**src/rtl/cpu_mux_pkg.sv**
```systemverilog
// Shared types for the datapath N:1 registered selector.
// Skid-buffer occupancy states and select-width helper.
package cpu_mux_pkg;

  typedef enum logic [1:0] {
    EMPTY = 2'd0,
    ONE   = 2'd1,
    TWO   = 2'd2
  } state_e;

  function automatic int sel_w_f(input int n);
    return (n < 2) ? 1 : $clog2(n);
  endfunction

endpackage

```
**src/rtl/mux_n_sel.sv**
```systemverilog
// Combinational N_CH:1 channel select.
// Out-of-range selects yield zero and raise err_o.
module mux_n_sel
  import cpu_mux_pkg::*;
#(
  parameter int ADDR_W = 64,
  parameter int N_CH   = 4,
  parameter int SEL_W  = sel_w_f(N_CH)
) (
  input  logic [N_CH*ADDR_W-1:0] data_i,
  input  logic [SEL_W-1:0]       sel_i,
  output logic [ADDR_W-1:0]      val_o,
  output logic                   err_o
);

  always_comb begin
    val_o = '0;
    err_o = 1'b1;
    for (int k = 0; k < N_CH; k++) begin
      if (sel_i == SEL_W'(k)) begin
        val_o = data_i[k*ADDR_W +: ADDR_W];
        err_o = 1'b0;
      end
    end
  end

endmodule

```
**src/rtl/mux_n_pipe.sv**
```systemverilog
// Registered N:1 selector with valid/ready handshake,
// 2-entry skid buffer, flush and sticky select-error flag.
module mux_n_pipe
  import cpu_mux_pkg::*;
#(
  parameter int ADDR_W = 64,
  parameter int N_CH   = 4,
  parameter int SEL_W  = sel_w_f(N_CH)
) (
  input  logic                   i_clk,
  input  logic                   i_rst_n,
  input  logic [N_CH*ADDR_W-1:0] i_data,
  input  logic [SEL_W-1:0]       i_sel,
  input  logic                   i_valid,
  output logic                   o_ready,
  input  logic                   i_flush,
  output logic [ADDR_W-1:0]      o_data,
  output logic                   o_valid,
  input  logic                   i_ready,
  output logic                   o_sel_err
);

  state_e            state_q, state_d;
  logic [ADDR_W-1:0] data_q, data_d;
  logic [ADDR_W-1:0] skid_q, skid_d;
  logic              err_q, err_d;

  logic [ADDR_W-1:0] sel_val;
  logic              sel_err;
  logic              accept;
  logic              emit;

  mux_n_sel #(
    .ADDR_W (ADDR_W),
    .N_CH   (N_CH),
    .SEL_W  (SEL_W)
  ) u_sel (
    .data_i (i_data),
    .sel_i  (i_sel),
    .val_o  (sel_val),
    .err_o  (sel_err)
  );

  // Handshake outputs come only from registered state.
  assign o_valid   = (state_q != EMPTY);
  assign o_ready   = (state_q != TWO);
  assign o_data    = data_q;
  assign o_sel_err = err_q;

  assign accept = i_valid & o_ready;
  assign emit   = o_valid & i_ready;

  always_comb begin
    state_d = state_q;
    data_d  = data_q;
    skid_d  = skid_q;
    err_d   = err_q | (accept & sel_err);
    if (i_flush) begin
      state_d = EMPTY;
      err_d   = 1'b0;
    end else begin
      unique case (state_q)
        EMPTY: begin
          if (accept) begin
            data_d  = sel_val;
            state_d = ONE;
          end
        end
        ONE: begin
          case ({accept, emit})
            2'b11: data_d = sel_val;
            2'b01: state_d = EMPTY;
            2'b10: begin
              skid_d  = sel_val;
              state_d = TWO;
            end
            default: ;
          endcase
        end
        TWO: begin
          if (emit) begin
            data_d  = skid_q;
            state_d = ONE;
          end
        end
        default: state_d = EMPTY;
      endcase
    end
  end

  always_ff @(posedge i_clk or negedge i_rst_n) begin
    if (!i_rst_n) begin
      state_q <= EMPTY;
      data_q  <= '0;
      skid_q  <= '0;
      err_q   <= 1'b0;
    end else begin
      state_q <= state_d;
      data_q  <= data_d;
      skid_q  <= skid_d;
      err_q   <= err_d;
    end
  end

endmodule

```
**config.mk**
```make
export PLATFORM = sky130hd
export DESIGN_NAME = mux_n_pipe
export DESIGN_NICKNAME = d
export VERILOG_FILES = /design/src/rtl/cpu_mux_pkg.sv /design/src/rtl/mux_n_sel.sv /design/src/rtl/mux_n_pipe.sv
export SDC_FILE = /design/constraint.sdc
export NUM_CORES = 1
export LEC_CHECK = 0
export ABC_AREA = 1
export CORE_ASPECT_RATIO = 1.4
export CORE_MARGIN = 1
export CORE_UTILIZATION = 47
export CTS_CLUSTER_SIZE = 40
export DETAILED_ROUTE_END_ITERATION = 8
export PLACE_DENSITY_LB_ADDON = 0.2
export SLEW_MARGIN = 25
export SYNTH_ARGS = -nofsm -noshare
export SYNTH_HDL_FRONTEND = slang
export SYNTH_SLANG_ARGS = --single-unit
```
**constraint.sdc**
```tcl
create_clock -name i_clk -period 2 [get_ports i_clk]
set_input_delay 0.4 -clock i_clk [delete_from_list [all_inputs] [get_ports i_clk]]
set_output_delay 0.4 -clock i_clk [all_outputs]
set_load 0.02 [all_outputs]
```
* Word level (Yosys, flattened, before mapping)
Cells that the tools add are included.
** Cells by class
- Eq/ne operators :: 15
- Muxes and demuxes :: 18
- Bitwise operators :: 5
- Reduce and logical (&&, ||, !) cells :: 7
** Operators with widths (count)
- two-way mux 64 bit :: 7
- case mux 64 bit (3 select lines) :: 1
- equality test 2 bit (second input constant) :: 5
- equality test 2 x 1 -> 1 bit (second input constant) :: 3
- two-way mux 2 bit :: 3
- inequality test 2 bit (second input constant) :: 3
- inequality test 3 bit (second input constant) :: 2
- case mux 2 bit (3 select lines) :: 1
- AND reduction 3 bit :: 2
- two-way mux 1 bit :: 5
- AND reduction 5 bit :: 1
- logical NOT 2 bit :: 2
- inequality test 4 x 3 -> 1 bit (second input constant) :: 1
- case mux 2 bit (2 select lines) :: 1
- bitwise AND 1 bit :: 3
- nonzero test 3 bit :: 1
- inequality test 2 x 1 -> 1 bit (second input constant) :: 1
- nonzero test 2 bit :: 1
- inverter 1 bit :: 1
- OR 1 bit :: 1
** Word-level totals
- Register bits after elaboration :: 131
- Output and inout port bits :: 67

* Logic depth before layout (Yosys ltp)
- Depth in word-level cells :: 8
- Depth in mapped cells :: 9
- Depth with buffers taken out :: 7

* Cells and area by module
Synthesis repeated with hierarchy kept, for this count alone.
** Second synthesis, totals
- Cell total of the unflattened synthesis :: 1155
- Area, all modules :: 8269.2 um^2
** Modules (own cells, without submodules)
- mux_n_pipe :: instances 1, cells each 784, area an instance 6281.0 um^2, seq. area each 3278.1 um^2
- mux_n_sel :: instances 1, cells each 371, area an instance 1988.2 um^2, seq. area each 0.0 um^2

* Worst setup path after synthesis
Ideal clock, no wire load.
- Kind :: in2reg
- From :: in i_sel[1]
- To :: reg data_q[30], in the netlist o_data[30]
- Setup time :: 0.116 ns
- Data arrival time :: 1.220 ns
- Required time :: 1.884 ns
- Path slack :: 0.664 ns
- Stages :: 9
- Cells stage by stage :: buf_4 > buf_4 > buf_4 > nand3_1 > nand3_1 > nand2_1 > nand2_1 > nand2_1 > nand2_1
** Between the ends
- Longest elaborated chain between the ends :: 7
- Elaborated cells on any way between the ends :: 11
- Those cells by class :: 3 x eq/ne; 7 x mux; 1 x reduce/logical
** Ends and longest elaborated chain
- from (decl) :: line mux_n_pipe.sv:13 : input logic [SEL_W-1:0] i_sel,
- logical NOT 2 bit :: line mux_n_sel.sv:20 : if (sel_i == SEL_W'(k)) begin
- two-way mux 64 bit (3 in series) :: line mux_n_sel.sv:20
- two-way mux 64 bit (*) :: line mux_n_sel.sv:20
- two-way mux 64 bit (on tied branches) :: line mux_n_pipe.sv:70, mux_n_pipe.sv:64
- case mux 64 bit (3 select lines) (*) :: line mux_n_pipe.sv:62 : unique case (state_q)
- to (signal assigned) :: line mux_n_pipe.sv:99 : data_q <= data_d;
- to (decl) :: line mux_n_pipe.sv:24 : logic [ADDR_W-1:0] data_q, data_d;
Mark *: on every way between the ends. The rest lies on a longest branch, timed or not. The select of a mux whose other input is x is not followed.
A chain may end at the register's enable or synchronous reset.

* Worst setup path after layout
- From :: reg data_q[8], in the netlist o_data[8]
- To :: out o_data[8]
** RTL lines
- to (decl) :: line mux_n_pipe.sv:17 : output logic [ADDR_W-1:0] o_data,
No word-level cell between the ends.

==> results.cfg <==
[run_status]
status = completed

[timing]
hold_slack_ps = 450
clock.fmax_ghz = 0.542
setup_viol = 0
setup_tns_ps = 0
skew_ps = 9.97
period_share_pct = 92.3
min_period_ps = 1850
worst_pin_slew_ps = 542
finalHoldViolations = 0
slew_headroom_pct = 63.8
rsz0062_at_grt = no
slew_violations = 0

[route]
ant_nets = 0
drc = 0
wl_per_cell_um = 15.3
firstDrtPassIters = 5
via_per_inst = 5.16
drt_iter0_markers = 395
vias = 8458
routed_wl_um = 25000

[global_route]
grt_max_degree = 129
grt.busiest_layer = met2
gr-total-overflow = 0
use_met1_pct = 33.8
use_met2_pct = 51.4
grt_usage_pct = 29.6
grt_pass1_vias = 8008
antenna_found_initial = 2
grt_pass1_wl_um = 39800
grt_util_met3_pct = 6.94

[clock_tree]
clockBufferDepth = 2
cts_made_buffers = 17
cts_tree = done
clock_sinks = 131
htreeDepth = 4
clkLatencyLatePin_ps = 400
cts_setup_buffers = 0
clk_pin_slew_worst_paths_ps = 60
root_buffer = clkbuf_16

[setup_path]
worst_setup_path_end_kind = output port
cp.arrival_ps = 1450
reg2reg_setup_slack_ps = 500
r2r_end = o_data[57]$_DFFE_PN0P_
crit_family = buffers and inverters
crit_chain = clkdlybuf4s50_1
critPathKind = reg2out
cp_max_fo = 2
critPathLaunchType = flip-flop
crit_required_ps = 1600
slowest_delay_ps = 640
path_buf_inv = 1
rr_startpoint = state_q[1]$_DFFE_PN0P_
cp_slowest_cell = clkdlybuf4s50_1
r2r_cells = 6

[cells_and_area]
drive_above_1_share_pct = 4.93
register_area_mm2 = 0.00328
final_area_mm2 = 0.0118
utilization_pct = 73.3
final.fill_count = 1312
multiInputGateArea_mm2 = 0.00397
final_nets = 1691
area_growth_pct = 52.4

[placed_design]
io_buffers = 329
hpwl_um = 18200
routabilityCongestion = 0.857
placed_cell_area_mm2 = 0.0112

[synth]
ys_seq_area_share_pct = 42.4
netlist_instances = 1134
synth_seq_cells = 131
yosysWarnings = 0
syn_avg_cell_area_um2 = 6.82
post_synth_num_cell_types = 21
syn-num-nets = 1397
syn_area_mm2 = 0.00774

[floorplan]
fp.dieW_um = 110
die_h_um = 154
dieArea_mm2 = 0.0170
row_count = 55
initial_core_util_pct = 48.1
io_pins = 330
core_area_mm2 = 0.0161

[power_and_ir_drop]
cellPowerDensity_mw_per_mm2 = 815
power_leakage_nw = 5.74
ir_drop_v = 0.000492
finalPower_mw = 9.61

[flow_run]
maxCapViolCount = 0

[hold_path]
min-delay-path-class = in2async
==> cells in the final DEF, fill, tap and decap left out, drive strengths merged <==
| master | instances |
|---|---|
| nand2 | 457 |
| clkdlybuf4s50 | 324 |
| dfrtp | 131 |
| nor2 | 131 |
| nand3 | 129 |
| o21ai | 129 |
| or2 | 64 |
| buf | 30 |
| clkbuf | 18 |
| inv | 8 |
| clkinv | 6 |
| bufinv | 3 |
| diode | 2 |
| nand4 | 2 |
| clkinvlp | 2 |
| dlygate4sd2 | 2 |
| xnor2 | 1 |
| a21oi | 1 |
| dlygate4sd3 | 1 |
==> where the power goes <==
part,internal [mW],switching (mW)
Combinational,1.40,1.41
Sequential,3.28,0.364
Clock,1.99,1.17
Total,6.67,2.94
==> synth_stat cells <==
| library cell | n | share of area, % |
|---|---|---|
| dfrtp_1 | 131 | 42 |
| inv_2 | 3 | 0.15 |
| xnor2_1 | 1 | 0.11 |
| nor2_1 | 130 | 6.3 |
| nor2_8 | 1 | 0.26 |
| buf_2 | 46 | 3.0 |
| nand2_4 | 1 | 0.15 |
| clkbuf_1 | 9 | 0.44 |
| or2_0 | 60 | 4.9 |
| buf_4 | 9 | 0.87 |
| nand2_1 | 456 | 22 |
| clkbuf_2 | 3 | 0.19 |
| buf_6 | 11 | 1.6 |
| nand3_1 | 129 | 8.3 |
| buf_1 | 4 | 0.19 |
| inv_1 | 4 | 0.19 |
| or2_2 | 4 | 0.32 |
| a21oi_1 | 1 | 0.065 |
| o21ai_0 | 68 | 4.4 |
| o21ai_1 | 61 | 3.9 |
| nand4_1 | 2 | 0.16 |
==> metrics by stage <==
stage               setup WS [ps]  instances
global placement              221       1607
global route                  120       1640
floorplan                     664       1134
finish                        153       1640
detailed placement            180       1607
CTS                           139       1638
==> layer usage <==
layer  share of wire (%)  up-vias  routed length (um)
li1                    -     4197                   -
met1                  38     3875                9610
met2                  51      329               12700
met3                 6.5       57                1640
met4                 4.4        0                1100
met5                   0        -                   0
==> registers in the layout, summed over array words and instances (netlist names) <==
register and count:
state_q 2, o_data 64, skid_q 64, o_sel_err 1
==> area by class of cell <==
type                       instances  share of cell area (%)
antenna                            2                  0.0424
clock buffer                      18                    3.72
clock inverter                    12                    1.35
inverter                           7                   0.223
multi-input combinational        914                    33.6
sequential                       131                    27.8
tap                              199                    2.11
timing repair buffer             357                    31.1
==> how the worst max path moves through the flow <==
stage | start | endpoint | slack [ps] | depth (start not counted)
finish | o_data[8]$_DFFE_PN0P_ | o_data[8] | 150 | 1
global route | o_data[53]$_DFFE_PN0P_ | o_data[53] | 120 | 1
CTS | o_data[53]$_DFFE_PN0P_ | o_data[53] | 140 | 1
detailed placement | i_valid | o_data[50]$_DFFE_PN0P_ | 180 | 8
global placement | i_valid | o_data[51]$_DFFE_PN0P_ | 220 | 8
floorplan | i_sel[1] | o_data[30]$_DFFE_PN0P_ | 660 | 9
==> what timing repair did <==
item | 4_1_cts | 5_1_grt
hold endpoints to repair | 28 | 0
gates resized for setup | 2 | 0
setup endpoints to repair | 2 | 0
hold buffers | 1 | 0
==> cells by family (layout without fill, tap and decap cells) <==
family	after synthesis	in the layout	share of synthesized area [%]
xor+xnor	1	1	0.113
buf+inv	89	394	6.61
compound gates	130	130	8.41
simple gates	783	783	42.5
other cells	0	2	0
flops	131	131	42.4
(Power assumes the default switching activity.)
